--- src/rtl/sram_arbiter.sv ---
// sram_arbiter: 2:1 arbiter sharing one request/response memory port between instruction fetch and data access.
// Fixed data-over-instruction priority by default; define ARB_ROUND_ROBIN_EN for round-robin on contention.
module sram_arbiter #(
    parameter int ADDR_W = 32,
    parameter int DATA_W = 32
) (
    input  logic                clk,
    input  logic                reset,

    input  logic                i_req,
    input  logic                i_wr,
    input  logic [1:0]          i_size,
    input  logic [DATA_W/8-1:0] i_wstrb,
    input  logic [ADDR_W-1:0]   i_addr,
    input  logic [DATA_W-1:0]   i_wdata,
    output logic                i_addr_ok,
    output logic                i_data_ok,
    output logic [DATA_W-1:0]   i_rdata,

    input  logic                d_req,
    input  logic                d_wr,
    input  logic [1:0]          d_size,
    input  logic [DATA_W/8-1:0] d_wstrb,
    input  logic [ADDR_W-1:0]   d_addr,
    input  logic [DATA_W-1:0]   d_wdata,
    output logic                d_addr_ok,
    output logic                d_data_ok,
    output logic [DATA_W-1:0]   d_rdata,

    output logic                m_req,
    output logic                m_wr,
    output logic [1:0]          m_size,
    output logic [DATA_W/8-1:0] m_wstrb,
    output logic [ADDR_W-1:0]   m_addr,
    output logic [DATA_W-1:0]   m_wdata,
    input  logic                m_addr_ok,
    input  logic                m_data_ok,
    input  logic [DATA_W-1:0]   m_rdata
);

    typedef enum logic [1:0] {S_IDLE, S_ADDR, S_WAIT} state_e;

    state_e              state_q, state_d;
    logic                owner_q, owner_d;   // 1 = data requester owns the transaction
    logic                wr_q, wr_d;
    logic [1:0]          size_q, size_d;
    logic [DATA_W/8-1:0] wstrb_q, wstrb_d;
    logic [ADDR_W-1:0]   addr_q, addr_d;
    logic [DATA_W-1:0]   wdata_q, wdata_d;
    logic                grant_i, grant_d;

`ifdef ARB_ROUND_ROBIN_EN
    logic last_d_q, last_d_d;               // 1 = data granted last

    always_comb begin
        grant_d = d_req && (!i_req || !last_d_q);
        grant_i = i_req && !grant_d;
        last_d_d = last_d_q;
        if (state_q == S_IDLE && (grant_i || grant_d)) last_d_d = grant_d;
    end

    always_ff @(posedge clk) begin
        if (reset) last_d_q <= 1'b0;
        else       last_d_q <= last_d_d;
    end
`else
    always_comb begin
        grant_d = d_req;
        grant_i = i_req && !d_req;
    end
`endif

    always_comb begin
        state_d   = state_q;
        owner_d   = owner_q;
        wr_d      = wr_q;
        size_d    = size_q;
        wstrb_d   = wstrb_q;
        addr_d    = addr_q;
        wdata_d   = wdata_q;
        i_addr_ok = 1'b0;
        d_addr_ok = 1'b0;
        i_data_ok = 1'b0;
        d_data_ok = 1'b0;
        m_req     = 1'b0;
        case (state_q)
            S_IDLE: begin
                if (grant_i || grant_d) begin
                    i_addr_ok = grant_i;
                    d_addr_ok = grant_d;
                    owner_d   = grant_d;
                    wr_d      = grant_d ? d_wr    : i_wr;
                    size_d    = grant_d ? d_size  : i_size;
                    wstrb_d   = grant_d ? d_wstrb : i_wstrb;
                    addr_d    = grant_d ? d_addr  : i_addr;
                    wdata_d   = grant_d ? d_wdata : i_wdata;
                    state_d   = S_ADDR;
                end
            end
            S_ADDR: begin
                m_req = 1'b1;
                if (m_addr_ok) state_d = S_WAIT;
            end
            S_WAIT: begin
                // A response outside WAIT is a protocol violation and is never routed.
                if (m_data_ok) begin
                    i_data_ok = !owner_q;
                    d_data_ok = owner_q;
                    state_d   = S_IDLE;
                end
            end
            default: state_d = S_IDLE;
        endcase
    end

    always_ff @(posedge clk) begin
        if (reset) begin
            state_q <= S_IDLE;
            owner_q <= 1'b0;
            wr_q    <= 1'b0;
            size_q  <= '0;
            wstrb_q <= '0;
            addr_q  <= '0;
            wdata_q <= '0;
        end else begin
            state_q <= state_d;
            owner_q <= owner_d;
            wr_q    <= wr_d;
            size_q  <= size_d;
            wstrb_q <= wstrb_d;
            addr_q  <= addr_d;
            wdata_q <= wdata_d;
        end
    end

    assign m_wr    = wr_q;
    assign m_size  = size_q;
    assign m_wstrb = wstrb_q;
    assign m_addr  = addr_q;
    assign m_wdata = wdata_q;
    assign i_rdata = m_rdata;
    assign d_rdata = m_rdata;

endmodule

--- config.mk ---
export PLATFORM = sky130hd
export DESIGN_NAME = sram_arbiter
export DESIGN_NICKNAME = d
export VERILOG_FILES = /design/src/rtl/sram_arbiter.sv
export SDC_FILE = /design/constraint.sdc
export NUM_CORES = 1
export LEC_CHECK = 0
export CORE_MARGIN = 8
export CORE_UTILIZATION = 31
export CTS_CLUSTER_DIAMETER = 120
export CTS_CLUSTER_SIZE = 12
export DETAILED_ROUTE_END_ITERATION = 10
export PLACE_DENSITY = 0.78
export SLEW_MARGIN = 20
export SYNTH_ARGS = -nofsm -noshare
export SYNTH_HDL_FRONTEND = slang
export SYNTH_SLANG_ARGS = --single-unit
--- constraint.sdc ---
create_clock -name clk -period 1.31 [get_ports clk]
set_input_delay 0.262 -clock clk [delete_from_list [all_inputs] [get_ports clk]]
set_output_delay 0.262 -clock clk [all_outputs]
set_load 0.02 [all_outputs]
==> impl_metrics.ini <==
[grt]
global_route.overflow_total = 0
grt_max_degree = 43
grt_pass1_wl_um = 23670
grtUsageTotal_pct = 16.82
vias_in_the_first_global_route = 4171
grt_antenna_before_repair = 0

[route]
drt_pre_antenna_iters = 4
final_antenna_net_count = 0
routed_wl_um = 17470
drc_violation_total_after_the_first_tritonroute_iteration = 108
route.detailed.drc = 0
drt-wirelength-per-cell_um = 23.07
routed_via_density = 5.048
vias = 3821

[critical_path]
timing.critical_path.arrival_ns = 1.22
path_class = reg2out
critical_path_end_type = output port
slowest_library_cell_on_the_worst_path = dfxtp_4
max_stage_delay_ns = 0.36
worstPathMaxFanout = 5
timing.critical_path.required_ns = 1.05
category_of_the_worst_setup_path_launch_point = register
crit_chain = buf_6 > nor4b_4 > buf_4

[placed_design]
placed_cells_incl_taps = 721
io_buffer_count = 223
post-dp-hpwl_um = 12070
routabilityCongestion = 0.7789
place_ws_ns = -0.5488
postPlaceCellArea_mm2 = 0.006207

[logic_synthesis]
synthCells = 408
synthesized_area_fraction_occupied_by_ao_oa_aoi_and_oai_cells_pct = 29.91
yosys-mux-area-fraction_pct = 16.74
yosysSeqAreaShare_pct = 34.89
yosys.cell_count.top_type = dfxtp_1
dominantRegCellSynth = dfxtp_1
synthesis.nets = 588
post_synth_num_cell_types = 22
synth_enable_flop_cells = 0
netlist.area_leader.share_pct = 34.89
synthesis.yosys.warnings = 0
postSynthAreaPerCell_um2 = 10.41
ys_seq_elements = 74
synth-xor-area-share_pct = 0
synth.cell_area_mm2 = 0.004247
synth_top_family_by_area = compound AO/OA/AOI/OAI gates
synthSimpleGateAreaFrac_pct = 1.827
ys_async_sr_fraction_pct = 0
adder_cell_share_of_the_synthesized_area_pct = 0
synth_top_cells_by_count = 74 x dfxtp_1, 72 x a21oi_1, 71 x mux2i_1
synth_largest_area_cell = dfxtp_1
synth_top_cells_by_area = dfxtp_1 35%, a211oi_2 21%, mux2i_1 17%, buf_4 11%, a21oi_1 8.5%

[power]
ir_worst_vdd_v = 0.0005893
p_clk_share_pct = 28.3
power_density_mw_per_mm2 = 1120
sequentialPowerShare_pct = 34.7
swShare_pct = 32.13
power_report.internal_total_mw = 5.232
p_leak_nw = 2.781
share_comb_of_total_power_pct = 37.0
p_switching_mw = 2.477
report.power.total_mw = 7.709

[sta]
finalWorstPathRequiredPeriod_ns = 1.485
rsz_0062_raised_after_global_routing = yes
fin_skew_ns = 0.007422
max_freq_mhz = 673.2
postLayoutSetupSlackWorst_ns = -0.1754
fin_crit_sh_pct = 113.4
finalMaxSlewViolations = 0
worstMarginPinSlew_ns = 0.4864
finalSetupViolations = 76
maxSlewHeadroom_pct = 67.57
report.final.hold_viol_count = 0

[hold_path]
hp-class = in2reg

[clock_network]
cts-buffers-inserted = 9
cts_root_buffer = clkbuf_16
worstSkewPairLatency_ns = 0.33
worst_setup_hold_path_clk_slew_ns = 0.06
cts_tree = done
clock_tree.buffer_depth = 2
clock-sinks = 74
cts_htree_levels = 3

[layout]
final_cell_area_mm2 = 0.006882
final_cells = 757
layout.nets = 757
drive_gt1_share_pct = 29.95
num-fill-cells = 1161
insertedDiodeCount = 0
synthToLayoutAreaGrowth_pct = 62.05

[floorplanning]
chipWidth_um = 133.0
fp-row-count = 42
boundaryPins = 320
chipHeight_um = 133.0
initial_core_util_pct = 31.94
design.die.area_mm2 = 0.01770
core_area_mm2 = 0.01330

[run]
cap_viol_max_count = 0

[run_status]
run_status = finished, violations left
violations_in_the_final_reports = negative setup slack
## metal layers
| metal | GRT usage, % | vias to the layer above | share of wire, % | wire [um] |
|---|---|---|---|---|
| met4 | 5.363 | 0 | 1.5 | 266 |
| met5 | 0 | - | 0 | 0 |
| li1 | - | 1784 | - | - |
| met1 | 16.60 | 1794 | 35 | 6116 |
| met2 | 30.70 | 219 | 54 | 9411 |
| met3 | 7.532 | 24 | 9.6 | 1671 |
## critical path: cells and delay by family (launching register included)
kind	cells	cell delay [ns]
flip-flops	1	0.36
AND/OR/NAND/NOR	1	0.24
buffers and inverters	2	0.30
## state kept, by name, indices dropped and copies added (netlist names)
name / cells
state_q: 2
m_size: 2
m_wstrb: 4
m_addr: 32
owner_q: 1
m_wdata: 32
m_wr: 1
## timing repair
action / in CTS / in global routing
gates resized for setup: 133 / 89
cloned: 0 / 15
endpoints found under the hold margin: 0 / 0
hold buffers: 0 / 0
pin swaps: 1 / 18
setup endpoints to repair: 149 / 121
buffers inserted: 0 / 6
## final cells by class
cell class                 count  area (um^2)  share of cell area [%]
timing repair buffer         261         2750                   39.96
clock inverter                 3        17.52                  0.2545
tap                          176        220.2                   3.200
sequential                    74         1489                   21.64
clock buffer                  12        236.5                   3.436
multi-input combinational    231         2168                   31.51
## final timing paths
path                            cells after the start                 endpoint  slack, ns                     from
worst max-delay path                                3                i_addr_ok      -0.18  state_q[1]$_SDFFE_PP0P_
worst min-delay path                                2  state_q[1]$_SDFFE_PP0P_       0.17                    reset
worst max register to register                      6  m_wstrb[3]$_SDFFE_PP0P_      -0.15  state_q[1]$_SDFFE_PP0P_
worst min register to register                      1  state_q[0]$_SDFFE_PP0P_       0.46  state_q[1]$_SDFFE_PP0P_
## kinds of logic after synthesis
family	after synthesis
AO/OA/AOI/OAI	146
buffers and inverters	104
flip-flops	74
multiplexers	71
AND/OR/NAND/NOR	13
## layout by cell type (no fill, tap or decap), types with 2 or more instances in the layout
cell and n:
nor2_1 2, a21oi_2 14, buf_6 10, clkbuf_1 3
a211oi_2 69, clkdlybuf4s15_1 31, buf_16 3, buf_4 12
mux2i_1 71, clkdlybuf4s15_2 3, dfxtp_4 2, buf_12 6
dfxtp_1 72, and2_4 3, clkbuf_16 17, clkdlybuf4s50_1 144
clkbuf_2 18, buf_8 6, a21oi_1 58, clkinv_2 2
dlygate4sd2_1 19
## stage by stage
stage / hold slack, ns / TNS [ns] / utilization (%)
5_1_grt: 0.1736 / -9.818 / 51.76
3_5_place_dp: 0.5149 / -37.82 / 46.69
4_1_cts: 0.1465 / -11.37 / 48.41
6_report: 0.1713 / -6.842 / 51.76
3_3_place_gp: 0.5078 / -35.52 / 46.69
2_1_floorplan: 0.3786 / 0 / -
## power groups by stage
stage,clock (mW),sequential (mW),combinational [mW]
2_1_floorplan,0,3.01,1.30
3_3_place_gp,0,2.70,2.50
3_5_place_dp,0,2.71,2.56
4_1_cts,2.24,2.66,2.44
5_1_grt,2.34,2.71,3.01
6_report,2.18,2.67,2.85
(Power assumes the default switching activity.)
